--- src/rtl/sgpr_pkg.sv ---
`default_nettype none
// +--------------------------------------------------------------------------+
// | sgpr_pkg : shared widths, walk bounds and FSM state type for sgpr ctrl   |
// | Revision : 1.0                                                           |
// +--------------------------------------------------------------------------+
package sgpr_pkg;

  localparam int ADDR_WIDTH = 5;
  localparam int DATA_WIDTH = 32;
  localparam int FIRST_REG  = 1;
  localparam int LAST_REG   = 31;

  typedef enum logic [1:0] {
    IDLE = 2'd0,
    CKPT = 2'd1,
    RSTR = 2'd2,
    DONE = 2'd3
  } sgpr_ctrl_state_t;

endpackage
`default_nettype wire

--- src/rtl/sgpr_sync_ctrl_if.sv ---
`default_nettype none
// +--------------------------------------------------------------------------+
// | sgpr_sync_ctrl_if : core writeback, walk control, primary RF and sgpr    |
// | Revision : 1.0                                                           |
// +--------------------------------------------------------------------------+
interface sgpr_sync_ctrl_if #(
  parameter int ADDR_WIDTH = sgpr_pkg::ADDR_WIDTH,
  parameter int DATA_WIDTH = sgpr_pkg::DATA_WIDTH
);

  logic                  core_we_i;
  logic [ADDR_WIDTH-1:0] core_waddr_i;
  logic [DATA_WIDTH-1:0] core_wdata_i;
  logic                  ckpt_req_i;
  logic                  rstr_req_i;
  logic                  busy_o;
  logic                  done_o;
  logic                  core_stall_o;
  logic [ADDR_WIDTH-1:0] prf_raddr_o;
  logic [DATA_WIDTH-1:0] prf_rdata_i;
  logic                  prf_we_o;
  logic [ADDR_WIDTH-1:0] prf_waddr_o;
  logic [DATA_WIDTH-1:0] prf_wdata_o;
  logic [ADDR_WIDTH-1:0] sgpr_raddr_a_o;
  logic [DATA_WIDTH-1:0] sgpr_rdata_a_i;
  logic                  sgpr_we_a_o;
  logic [ADDR_WIDTH-1:0] sgpr_waddr_a_o;
  logic [DATA_WIDTH-1:0] sgpr_wdata_a_o;

  // Controller side
  modport slave (
    input  core_we_i, core_waddr_i, core_wdata_i, ckpt_req_i, rstr_req_i,
    input  prf_rdata_i, sgpr_rdata_a_i,
    output busy_o, done_o, core_stall_o,
    output prf_raddr_o, prf_we_o, prf_waddr_o, prf_wdata_o,
    output sgpr_raddr_a_o, sgpr_we_a_o, sgpr_waddr_a_o, sgpr_wdata_a_o
  );

  // Environment side: core, primary RF and sgpr storage
  modport master (
    output core_we_i, core_waddr_i, core_wdata_i, ckpt_req_i, rstr_req_i,
    output prf_rdata_i, sgpr_rdata_a_i,
    input  busy_o, done_o, core_stall_o,
    input  prf_raddr_o, prf_we_o, prf_waddr_o, prf_wdata_o,
    input  sgpr_raddr_a_o, sgpr_we_a_o, sgpr_waddr_a_o, sgpr_wdata_a_o
  );

endinterface
`default_nettype wire

--- src/rtl/sgpr_addr_seq.sv ---
`default_nettype none
// +--------------------------------------------------------------------------+
// | sgpr_addr_seq : walk address counter FIRST_REG..LAST_REG with last flag  |
// | Revision : 1.0                                                           |
// +--------------------------------------------------------------------------+
module sgpr_addr_seq
  import sgpr_pkg::*;
#(
  parameter int ADDR_WIDTH = sgpr_pkg::ADDR_WIDTH,
  parameter int FIRST_REG  = sgpr_pkg::FIRST_REG,
  parameter int LAST_REG   = sgpr_pkg::LAST_REG
) (
  input  wire logic                  clk,
  input  wire logic                  rst_n,
  input  wire logic                  load,
  input  wire logic                  en,
  output      logic [ADDR_WIDTH-1:0] cnt,
  output      logic                  last
);

  localparam logic [ADDR_WIDTH-1:0] FIRST_ADDR = ADDR_WIDTH'(FIRST_REG);
  localparam logic [ADDR_WIDTH-1:0] LAST_ADDR  = ADDR_WIDTH'(LAST_REG);

  assign last = (cnt == LAST_ADDR);

  // Wraps back to the first address on the final productive step
  always_ff @(posedge clk or negedge rst_n) begin
    if (!rst_n) begin
      cnt <= FIRST_ADDR;
    end else if (load || (en && last)) begin
      cnt <= FIRST_ADDR;
    end else if (en) begin
      cnt <= cnt + 1'b1;
    end
  end

endmodule
`default_nettype wire

--- src/rtl/sgpr_sync_ctrl.sv ---
`default_nettype none
// +--------------------------------------------------------------------------+
// | sgpr_sync_ctrl : writeback mirror plus checkpoint/restore walk sequencer |
// | Revision : 1.0                                                           |
// +--------------------------------------------------------------------------+
module sgpr_sync_ctrl
  import sgpr_pkg::*;
#(
  parameter int ADDR_WIDTH = sgpr_pkg::ADDR_WIDTH,
  parameter int DATA_WIDTH = sgpr_pkg::DATA_WIDTH,
  parameter int FIRST_REG  = sgpr_pkg::FIRST_REG,
  parameter int LAST_REG   = sgpr_pkg::LAST_REG
) (
  input  wire logic         clk,
  input  wire logic         rst_n,
  sgpr_sync_ctrl_if.slave   bus
);

  sgpr_ctrl_state_t      state;
  sgpr_ctrl_state_t      state_nxt;
  logic [ADDR_WIDTH-1:0] cnt;
  logic                  cnt_last;
  logic                  seq_en;
  logic                  mirror_hit;

  sgpr_addr_seq #(
    .ADDR_WIDTH (ADDR_WIDTH),
    .FIRST_REG  (FIRST_REG),
    .LAST_REG   (LAST_REG)
  ) u_addr_seq (
    .clk   (clk),
    .rst_n (rst_n),
    .load  (state == IDLE),
    .en    (seq_en),
    .cnt   (cnt),
    .last  (cnt_last)
  );

  always_ff @(posedge clk or negedge rst_n) begin
    if (!rst_n) begin
      state <= IDLE;
    end else begin
      state <= state_nxt;
    end
  end

  // Core writes to x0 never reach sgpr; during restore the core is stalled
  assign mirror_hit = rst_n && bus.core_we_i && (bus.core_waddr_i != '0) && (state != RSTR);

  assign bus.busy_o       = (state != IDLE);
  assign bus.done_o       = (state == DONE);
  assign bus.core_stall_o = (state == RSTR);

  always_comb begin
    state_nxt          = state;
    seq_en             = 1'b0;
    bus.prf_raddr_o    = '0;
    bus.prf_we_o       = 1'b0;
    bus.prf_waddr_o    = '0;
    bus.prf_wdata_o    = '0;
    bus.sgpr_raddr_a_o = '0;
    bus.sgpr_we_a_o    = 1'b0;
    bus.sgpr_waddr_a_o = '0;
    bus.sgpr_wdata_a_o = '0;

    if (mirror_hit) begin
      bus.sgpr_we_a_o    = 1'b1;
      bus.sgpr_waddr_a_o = bus.core_waddr_i;
      bus.sgpr_wdata_a_o = bus.core_wdata_i;
    end

    case (state)
      IDLE: begin
        if (bus.rstr_req_i) begin
          state_nxt = RSTR;
        end else if (bus.ckpt_req_i) begin
          state_nxt = CKPT;
        end
      end
      CKPT: begin
        bus.prf_raddr_o = cnt;
        // Mirror owns the sgpr write port this cycle; the walk retries the same address
        if (!mirror_hit) begin
          bus.sgpr_we_a_o    = 1'b1;
          bus.sgpr_waddr_a_o = cnt;
          bus.sgpr_wdata_a_o = bus.prf_rdata_i;
          seq_en             = 1'b1;
          if (cnt_last) begin
            state_nxt = DONE;
          end
        end
      end
      RSTR: begin
        bus.sgpr_raddr_a_o = cnt;
        bus.prf_we_o       = 1'b1;
        bus.prf_waddr_o    = cnt;
        bus.prf_wdata_o    = bus.sgpr_rdata_a_i;
        seq_en             = 1'b1;
        if (cnt_last) begin
          state_nxt = DONE;
        end
      end
      DONE: begin
        state_nxt = IDLE;
      end
      default: begin
        state_nxt = IDLE;
      end
    endcase
  end

endmodule
`default_nettype wire

--- src/flat_wrapper.sv ---
// flat-port wrapper written by rule: the top's interface ports become plain ports
module sgpr_sync_ctrl_flat import sgpr_pkg::*;
#(
  parameter int ADDR_WIDTH = sgpr_pkg::ADDR_WIDTH,
  parameter int DATA_WIDTH = sgpr_pkg::DATA_WIDTH,
  parameter int FIRST_REG  = sgpr_pkg::FIRST_REG,
  parameter int LAST_REG   = sgpr_pkg::LAST_REG
)
  (clk, rst_n, bus_core_we_i, bus_core_waddr_i, bus_core_wdata_i, bus_ckpt_req_i, bus_rstr_req_i, bus_prf_rdata_i, bus_sgpr_rdata_a_i, bus_busy_o, bus_done_o, bus_core_stall_o, bus_prf_raddr_o, bus_prf_we_o, bus_prf_waddr_o, bus_prf_wdata_o, bus_sgpr_raddr_a_o, bus_sgpr_we_a_o, bus_sgpr_waddr_a_o, bus_sgpr_wdata_a_o);
  sgpr_sync_ctrl_if #(.ADDR_WIDTH(ADDR_WIDTH), .DATA_WIDTH(DATA_WIDTH)) bus_i ();
  input  wire logic clk;
  input  wire logic rst_n;
  input wire logic [$bits(bus_i.core_we_i)-1:0] bus_core_we_i;
  input wire logic [$bits(bus_i.core_waddr_i)-1:0] bus_core_waddr_i;
  input wire logic [$bits(bus_i.core_wdata_i)-1:0] bus_core_wdata_i;
  input wire logic [$bits(bus_i.ckpt_req_i)-1:0] bus_ckpt_req_i;
  input wire logic [$bits(bus_i.rstr_req_i)-1:0] bus_rstr_req_i;
  input wire logic [$bits(bus_i.prf_rdata_i)-1:0] bus_prf_rdata_i;
  input wire logic [$bits(bus_i.sgpr_rdata_a_i)-1:0] bus_sgpr_rdata_a_i;
  output wire logic [$bits(bus_i.busy_o)-1:0] bus_busy_o;
  output wire logic [$bits(bus_i.done_o)-1:0] bus_done_o;
  output wire logic [$bits(bus_i.core_stall_o)-1:0] bus_core_stall_o;
  output wire logic [$bits(bus_i.prf_raddr_o)-1:0] bus_prf_raddr_o;
  output wire logic [$bits(bus_i.prf_we_o)-1:0] bus_prf_we_o;
  output wire logic [$bits(bus_i.prf_waddr_o)-1:0] bus_prf_waddr_o;
  output wire logic [$bits(bus_i.prf_wdata_o)-1:0] bus_prf_wdata_o;
  output wire logic [$bits(bus_i.sgpr_raddr_a_o)-1:0] bus_sgpr_raddr_a_o;
  output wire logic [$bits(bus_i.sgpr_we_a_o)-1:0] bus_sgpr_we_a_o;
  output wire logic [$bits(bus_i.sgpr_waddr_a_o)-1:0] bus_sgpr_waddr_a_o;
  output wire logic [$bits(bus_i.sgpr_wdata_a_o)-1:0] bus_sgpr_wdata_a_o;
  assign bus_i.core_we_i = bus_core_we_i;
  assign bus_i.core_waddr_i = bus_core_waddr_i;
  assign bus_i.core_wdata_i = bus_core_wdata_i;
  assign bus_i.ckpt_req_i = bus_ckpt_req_i;
  assign bus_i.rstr_req_i = bus_rstr_req_i;
  assign bus_i.prf_rdata_i = bus_prf_rdata_i;
  assign bus_i.sgpr_rdata_a_i = bus_sgpr_rdata_a_i;
  assign bus_busy_o = bus_i.busy_o;
  assign bus_done_o = bus_i.done_o;
  assign bus_core_stall_o = bus_i.core_stall_o;
  assign bus_prf_raddr_o = bus_i.prf_raddr_o;
  assign bus_prf_we_o = bus_i.prf_we_o;
  assign bus_prf_waddr_o = bus_i.prf_waddr_o;
  assign bus_prf_wdata_o = bus_i.prf_wdata_o;
  assign bus_sgpr_raddr_a_o = bus_i.sgpr_raddr_a_o;
  assign bus_sgpr_we_a_o = bus_i.sgpr_we_a_o;
  assign bus_sgpr_waddr_a_o = bus_i.sgpr_waddr_a_o;
  assign bus_sgpr_wdata_a_o = bus_i.sgpr_wdata_a_o;
  sgpr_sync_ctrl #(.ADDR_WIDTH(ADDR_WIDTH), .DATA_WIDTH(DATA_WIDTH), .FIRST_REG(FIRST_REG), .LAST_REG(LAST_REG)) u_core (.clk(clk), .rst_n(rst_n), .bus(bus_i));
endmodule
--- config.mk ---
export PLATFORM = sky130hd
export DESIGN_NAME = sgpr_sync_ctrl_flat
export DESIGN_NICKNAME = d
export VERILOG_FILES = /design/src/rtl/sgpr_pkg.sv /design/src/rtl/sgpr_sync_ctrl_if.sv /design/src/rtl/sgpr_addr_seq.sv /design/src/rtl/sgpr_sync_ctrl.sv /design/src/flat_wrapper.sv
export SDC_FILE = /design/constraint.sdc
export NUM_CORES = 1
export LEC_CHECK = 0
export CORE_MARGIN = 4
export CORE_UTILIZATION = 26
export CTS_BUF_LIST = sky130_fd_sc_hd__clkbuf_2 sky130_fd_sc_hd__clkbuf_4 sky130_fd_sc_hd__clkbuf_8
export CTS_CLUSTER_SIZE = 40
export DETAILED_ROUTE_END_ITERATION = 6
export PLACE_DENSITY = 0.93
export SYNTH_ARGS = -nofsm -noshare
export SYNTH_HDL_FRONTEND = slang
export SYNTH_SLANG_ARGS = --single-unit
--- constraint.sdc ---
create_clock -name clk -period 4.33 [get_ports clk]
set_input_delay 1.299 -clock clk [delete_from_list [all_inputs] [get_ports clk]]
set_output_delay 1.299 -clock clk [all_outputs]
set_load 0.005 [all_outputs]
==> impl_metrics.tcl, run 1 <==
set metrics [dict create \
    dr_total_vias 2236 \
    core_area_um2 4880 \
    drt_wl_total_mm 7.85 \
    fill_cells 393 \
    crit_start "bus_core_waddr_i[2]" \
    boundaryPins 195 \
    path_clk_slew_ns 0.04 \
    relSlewSlack_pct 74.6 \
    dr.first_iter.drc_count 91 \
    worstReg2RegStart "u_core.u_addr_seq.cnt[0]" \
    p_sw_uw 480 \
    hold_path.class "reg2reg" \
    drc 0 \
    ff_latch_area_um2 176 \
    synthCells 216 \
    cts_buffers 3 \
    grt_pass1_wl_mm 11.0 \
    fin_setup_tns_ns 0 \
    ys_warn_count 0 \
    synth_top_area_share_pct 20.0 \
    multiInputGateArea_um2 1060 \
    min_from "u_core.state[0]" \
    cts_buffer_depth 2 \
    place_congestion 0.924 \
    h-tree-depth 1 \
    setup_viol_count_final 0 \
    io_buffers 194 \
    syn-num-nets 328 \
    clk_latency_ns 0.23 \
    skew_ns 0.00268 \
    yosysTopAreaCell "and2_1" \
    combPwrFrac_pct 82.9 \
    ys_seq_area_share_pct 13.1 \
    row_count 25 \
    cp-end-kind "output pin" \
    swShare_pct 40.3 \
    p_total_mw 1.19 \
    ant_nets 0 \
    cp_cell_sequence "clkdlybuf4s50_1 > nor2_4 > a211oi_4 > buf_6 > buf_4 > clkbuf_16 > nand2_1 > o21ai_0 > clkdlybuf4s15_1" \
    grt.overflow.total 0 \
    max_freq_ghz 0.231 \
    dr.pass1.iters 4 \
    reg2regPathDepth 6 \
    grt_use_total_pct 21.8 \
    syn_area_um2 1350 \
    min_period_ns 4.33 \
    fp.dieH_um 80.0 \
    whs_ns 0.574 \
    drv_slew 0 \
    finalNetCount 525 \
    hold_viol_final 0 \
    dieArea_um2 6390 \
    cap_viol_max_count 0 \
    dp_hpwl_mm 6.23 \
    synth_cell_type_count 31 \
    syn_area_per_cell_um2 6.23 \
    clockPowerShare_pct 8.3 \
    leakagePower_nw 1.54 \
    worstMarginPinSlew_ns 0.381 \
    cts.sinks 7 \
    critPathRequiredTime_ns 3.03 \
    ir_drop_uv 403 \
    area_growth_pct 161 \
    crit_fanout 24 \
    n_antenna_cell 0 \
    cts_tree "yes" \
    seqPwrFrac_pct 8.8 \
    fin_crit_sh_pct 99.9 \
    synth-seq-cells 7 \
    cp_slowest_stage_delay_ns 0.52 \
    rsz0062_at_grt "true" \
    p_per_area_nw_per_um2 339 \
    initial_utilization_pct 27.6 \
    drive_gt1_share_pct 7.52 \
    synthTopCellsByArea "and2_1 20%, nand2_1 18%, o21ai_0 12%" \
    clock-root-buffer "clkbuf_8" \
    async_flop_share_pct 100 \
    critPathLaunchType "input pin" \
    vias_per_cell 4.67 \
    worstSetupPathType "in2out" \
    outcome "completed" \
    die_x_um 80.0 \
    p_int_uw 710 \
    ys_dominant_reg_cell "dfrtp_1" \
    synth_enable_flop_cells 0 \
    arrival_ns 3.03 \
    cp_slowest_cell "clkdlybuf4s50_1" \
    grt_pass1_vias 2062 \
    holdPathStages 1 \
    grt_max_degree 50 \
    wl_per_cell_um 16.4 \
    antenna_found_initial 0 \
]
kinds of logic after synthesis:
kind of cell	Yosys count	share of synthesized area, %
AO/OA/AOI/OAI	51	23.5
AND/OR/NAND/NOR	121	43.7
buffers and inverters	25	9.20
multiplexers	6	4.93
adder cells (fa/ha/maj)	6	5.58
flip-flops	7	13.1
Yosys cell counts, types with 2 or more instances:
| master | n |
|---|---|
| nand2_1 | 65 |
| inv_1 | 4 |
| buf_2 | 3 |
| nor3_1 | 3 |
| a21oi_1 | 3 |
| mux2_1 | 5 |
| buf_4 | 7 |
| o22ai_1 | 2 |
| clkbuf_1 | 11 |
| a22o_1 | 2 |
| and2_1 | 43 |
| o21ai_0 | 33 |
| o211ai_1 | 2 |
| nand3_1 | 4 |
| a32o_1 | 2 |
| and3_1 | 2 |
| ha_1 | 6 |
| dfrtp_1 | 6 |
critical path, delay by kind of cell:
family | cells | cell delay (ns)
compound gates | 2 | 0.38
buf+inv | 5 | 1.22
simple gates | 2 | 0.14
layout by cell type (no fill, tap or decap):
master and instances:
a221oi_1 1, nor3_1 3, a21oi_1 3, clkdlybuf4s50_1 152, o22ai_1 2, clkbuf_16 2, dfstp_2 1, and2_1 43
mux2i_1 1, buf_12 1, a32o_1 2, o22a_1 1, nand3_1 4, dlymetal6s2s_1 6, o211a_1 1, a211oi_4 1
a22o_1 2, inv_1 4, o211ai_1 2, o21ai_0 33, nor2_4 1, mux2_1 5, clkbuf_8 3, ha_1 6
a22oi_1 1, nand2_2 1, dlygate4sd2_1 18, clkdlybuf4s15_1 16, buf_4 13, clkbuf_4 1, o2bb2ai_1 1, a21boi_0 1
nor3b_1 1, clkbuf_2 2, dfrtp_1 6, buf_6 3, and3_1 2, nand2_1 64, or2_2 1, nor3_4 1
power by group through the flow:
stage	sequential, mW	combinational, mW	clock, mW
final	0.105	0.987	0.0985
after global routing	0.107	1.07	0.105
after CTS	0.105	0.953	0.102
after detailed placement	0.106	1.00	0
after global placement	0.103	0.978	0
after floorplan	0.0997	0.428	0
final timing paths:
kind                                       endpoint  slack (ns)
min reg2reg                         u_core.state[0]        0.57
max reg2reg                         u_core.state[1]        2.35
min in group asynchronous  u_core.u_addr_seq.cnt[3]        1.05
max in group asynchronous  u_core.u_addr_seq.cnt[0]        3.07
min                                 u_core.state[0]        0.57
max                           bus_sgpr_wdata_a_o[7]       0.004
metal layers:
layer | global-route usage (%) | wire length (µm) | vias up
met5 | 0 | 0 | -
met4 | 5.74 | 138 | 0
met3 | 3.72 | 669 | 13
met2 | 41.7 | 4240 | 112
met1 | 24.4 | 2800 | 1004
li1 | - | - | 1107
metrics by stage:
step,area (µm²),utilization [%],setup WS (ns),std cells
after detailed placement,3320,68.1,-0.232,462
final,3510,72.0,0.00396,479
after CTS,3360,68.9,-0.146,469
after global placement,3320,68.1,-0.164,462
after floorplan,1350,-,0.766,216
after global routing,3510,72.0,-0.0613,479
final cells by class:
class | instances | share of cell area [%]
repair buffers | 213 | 60.5
multi-input cells | 184 | 30.2
flip-flops and latches | 7 | 5.02
well taps | 67 | 2.39
clock buffers | 4 | 1.39
inverters | 4 | 0.428
repair_timing:
action                     CTS  global route
pin swaps                    1             2
hold buffers                 0             0
buffers inserted             2             8
resized for setup           39            31
setup endpoints to repair   38             9
cloned                       1             2
sequential cells by signal, summed over array words and instances, names as in the netlist:
signal and flops:
u_core.u_addr_seq.cnt 5, u_core.state 2
(Power assumes the default switching activity.)
==> run 2: changes to the inputs <==
--- a/config.mk
+++ b/config.mk
@@ -5,12 +5,14 @@
 export SDC_FILE = /design/constraint.sdc
 export NUM_CORES = 1
 export LEC_CHECK = 0
-export CORE_MARGIN = 4
-export CORE_UTILIZATION = 26
+export CORE_AREA = 4 4 74 76
 export CTS_BUF_LIST = sky130_fd_sc_hd__clkbuf_2 sky130_fd_sc_hd__clkbuf_4 sky130_fd_sc_hd__clkbuf_8
 export CTS_CLUSTER_SIZE = 40
 export DETAILED_ROUTE_END_ITERATION = 6
-export PLACE_DENSITY = 0.93
+export DIE_AREA = 0 0 78 80
+export DONT_BUFFER_PORTS = 1
+export PLACE_DENSITY = 0.46
+export SKIP_CTS_REPAIR_TIMING = 1
 export SYNTH_ARGS = -nofsm -noshare
 export SYNTH_HDL_FRONTEND = slang
 export SYNTH_SLANG_ARGS = --single-unit
==> impl_metrics.tcl, run 2 (synthesis results as in run 1) <==
set metrics [dict create \
    final_cells 270 \
    ant_nets 0 \
    largest_reg_flops 5 \
    fin_crit_sh_pct 84.5 \
    worstMarginPinSlew_ns 0.642 \
    dr.first_iter.drc_count 64 \
    mostFrequentLayoutCells "65 x nand2_1, 43 x and2_1, 33 x o21ai_0, 6 x ha_1, 6 x dfrtp_1" \
    crit_fanout 55 \
    dp_hpwl_mm 4.52 \
    io_buffers 0 \
    finalNetCount 316 \
    fill_cells 512 \
    p_per_area_nw_per_um2 510 \
    drv_slew 0 \
    hold_viol_final 0 \
    dr.pass1.iters 4 \
    arrival_ns 2.36 \
    cap_viol_max_count 0 \
    drc 0 \
    antenna_found_initial 0 \
    leakagePower_nw 0.560 \
    worstReg2RegStart "u_core.state[1]" \
    hold_path.class "reg2reg" \
    dr_total_vias 1387 \
    critPathLaunchType "input pin" \
    min_period_ns 3.66 \
    whs_ns 0.578 \
    outcome "completed" \
    cp-end-kind "output pin" \
    post_dp_cell_area_um2 1350 \
    drive_gt1_share_pct 5.91 \
    critPathRequiredTime_ns 3.03 \
    die_x_um 78 \
    rsz0062_at_grt "false" \
    ir_drop_uv 268 \
    clock-root-buffer "clkbuf_8" \
    relSlewSlack_pct 57.2 \
    grt_use_total_pct 14.7 \
    post-place-ws_ns 0.684 \
    cts_tree "yes" \
    fin_ws_ns 0.672 \
    utilization_pct 29.6 \
    area_growth_pct 4.00 \
    min_from "u_core.state[0]" \
    worstSetupPathType "in2out" \
    fp.dieH_um 80 \
    path_clk_slew_ns 0.04 \
    cts_buffers 3 \
    cts.sinks 7 \
    grt_max_degree 56 \
    dp.cells 266 \
    design_area_um2 1400 \
    core_area_um2 4720 \
    initial_utilization_pct 28.5 \
    crit_start "bus_core_waddr_i[1]" \
    vias_per_cell 5.14 \
    row_count 25 \
    h-tree-depth 1 \
    grt_pass1_wl_mm 7.36 \
    setup_viol_count_final 0 \
    dieArea_um2 6240 \
    drt_wl_total_mm 5.30 \
    wl_per_cell_um 19.6 \
    grt_pass1_vias 1339 \
    clk_latency_ns 0.22 \
    cts_buffer_depth 2 \
    p_total_uw 714 \
    largest_registers "u_core.u_addr_seq.cnt: 5 flops, u_core.state: 2 flops" \
    grt.overflow.total 0 \
    place_congestion 0.772 \
    layout_commonest_cell "nand2_1" \
    regMostFlops "u_core.u_addr_seq.cnt" \
    boundaryPins 195 \
    max_freq_ghz 0.273 \
    fin_setup_tns_ns 0 \
    skew_ns 0.00137 \
    n_antenna_cell 0 \
]
[run 2: cell types whose count changed in the layout (fill, tap and decap cells not counted), sizes merged]
cell / delta
clkdlybuf4s50: -152
dlygate4sd2: -18
clkdlybuf4s15: -16
buf: -13
dlymetal6s2s: -6
clkbuf: -4
[run 2: area by class of cell]
cell class                 instances  area [µm²]  share of cell area (%)
sequential                         7         176                    12.6
timing repair buffer               4        30.0                    2.14
clock buffer                       4        48.8                    3.49
multi-input combinational        184        1050                    74.7
inverter                           4        15.0                    1.07
tap                               67        83.8                    5.99
[run 2: where the power goes]
part	leakage [nW]	switching, mW	internal [mW]
registers	0.0906	0.0202	0.0858
clock network	0.0262	0.0250	0.0696
logic	0.443	0.338	0.176
[run 2: layer usage]
| metal | global-route usage [%] | share of wire (%) | vias to the layer above |
|---|---|---|---|
| met2 | 24.5 | 51 | 92 |
| met1 | 19.6 | 39 | 609 |
| met5 | 0 | 0 | - |
| li1 | - | - | 684 |
| met4 | 3.15 | 0.32 | 0 |
| met3 | 2.71 | 9.4 | 2 |
[run 2: path summary, 6_finish.rpt]
check	cells after the start	slack, ns	end
hold / removal	1	0.58	u_core.state[0]
setup / recovery	4	0.67	bus_sgpr_wdata_a_o[17]
max in group asynchronous	0	3.39	u_core.u_addr_seq.cnt[0]
setup reg to reg	6	2.18	u_core.u_addr_seq.cnt[2]
min in group asynchronous	0	0.77	u_core.u_addr_seq.cnt[2]
hold reg to reg	1	0.58	u_core.state[0]
[run 2: critical path, cell delays in order]
cell	delay [ns]
nor3_2	0.30
a211oi_4	0.11
buf_4	0.27
o21ai_0	0.36
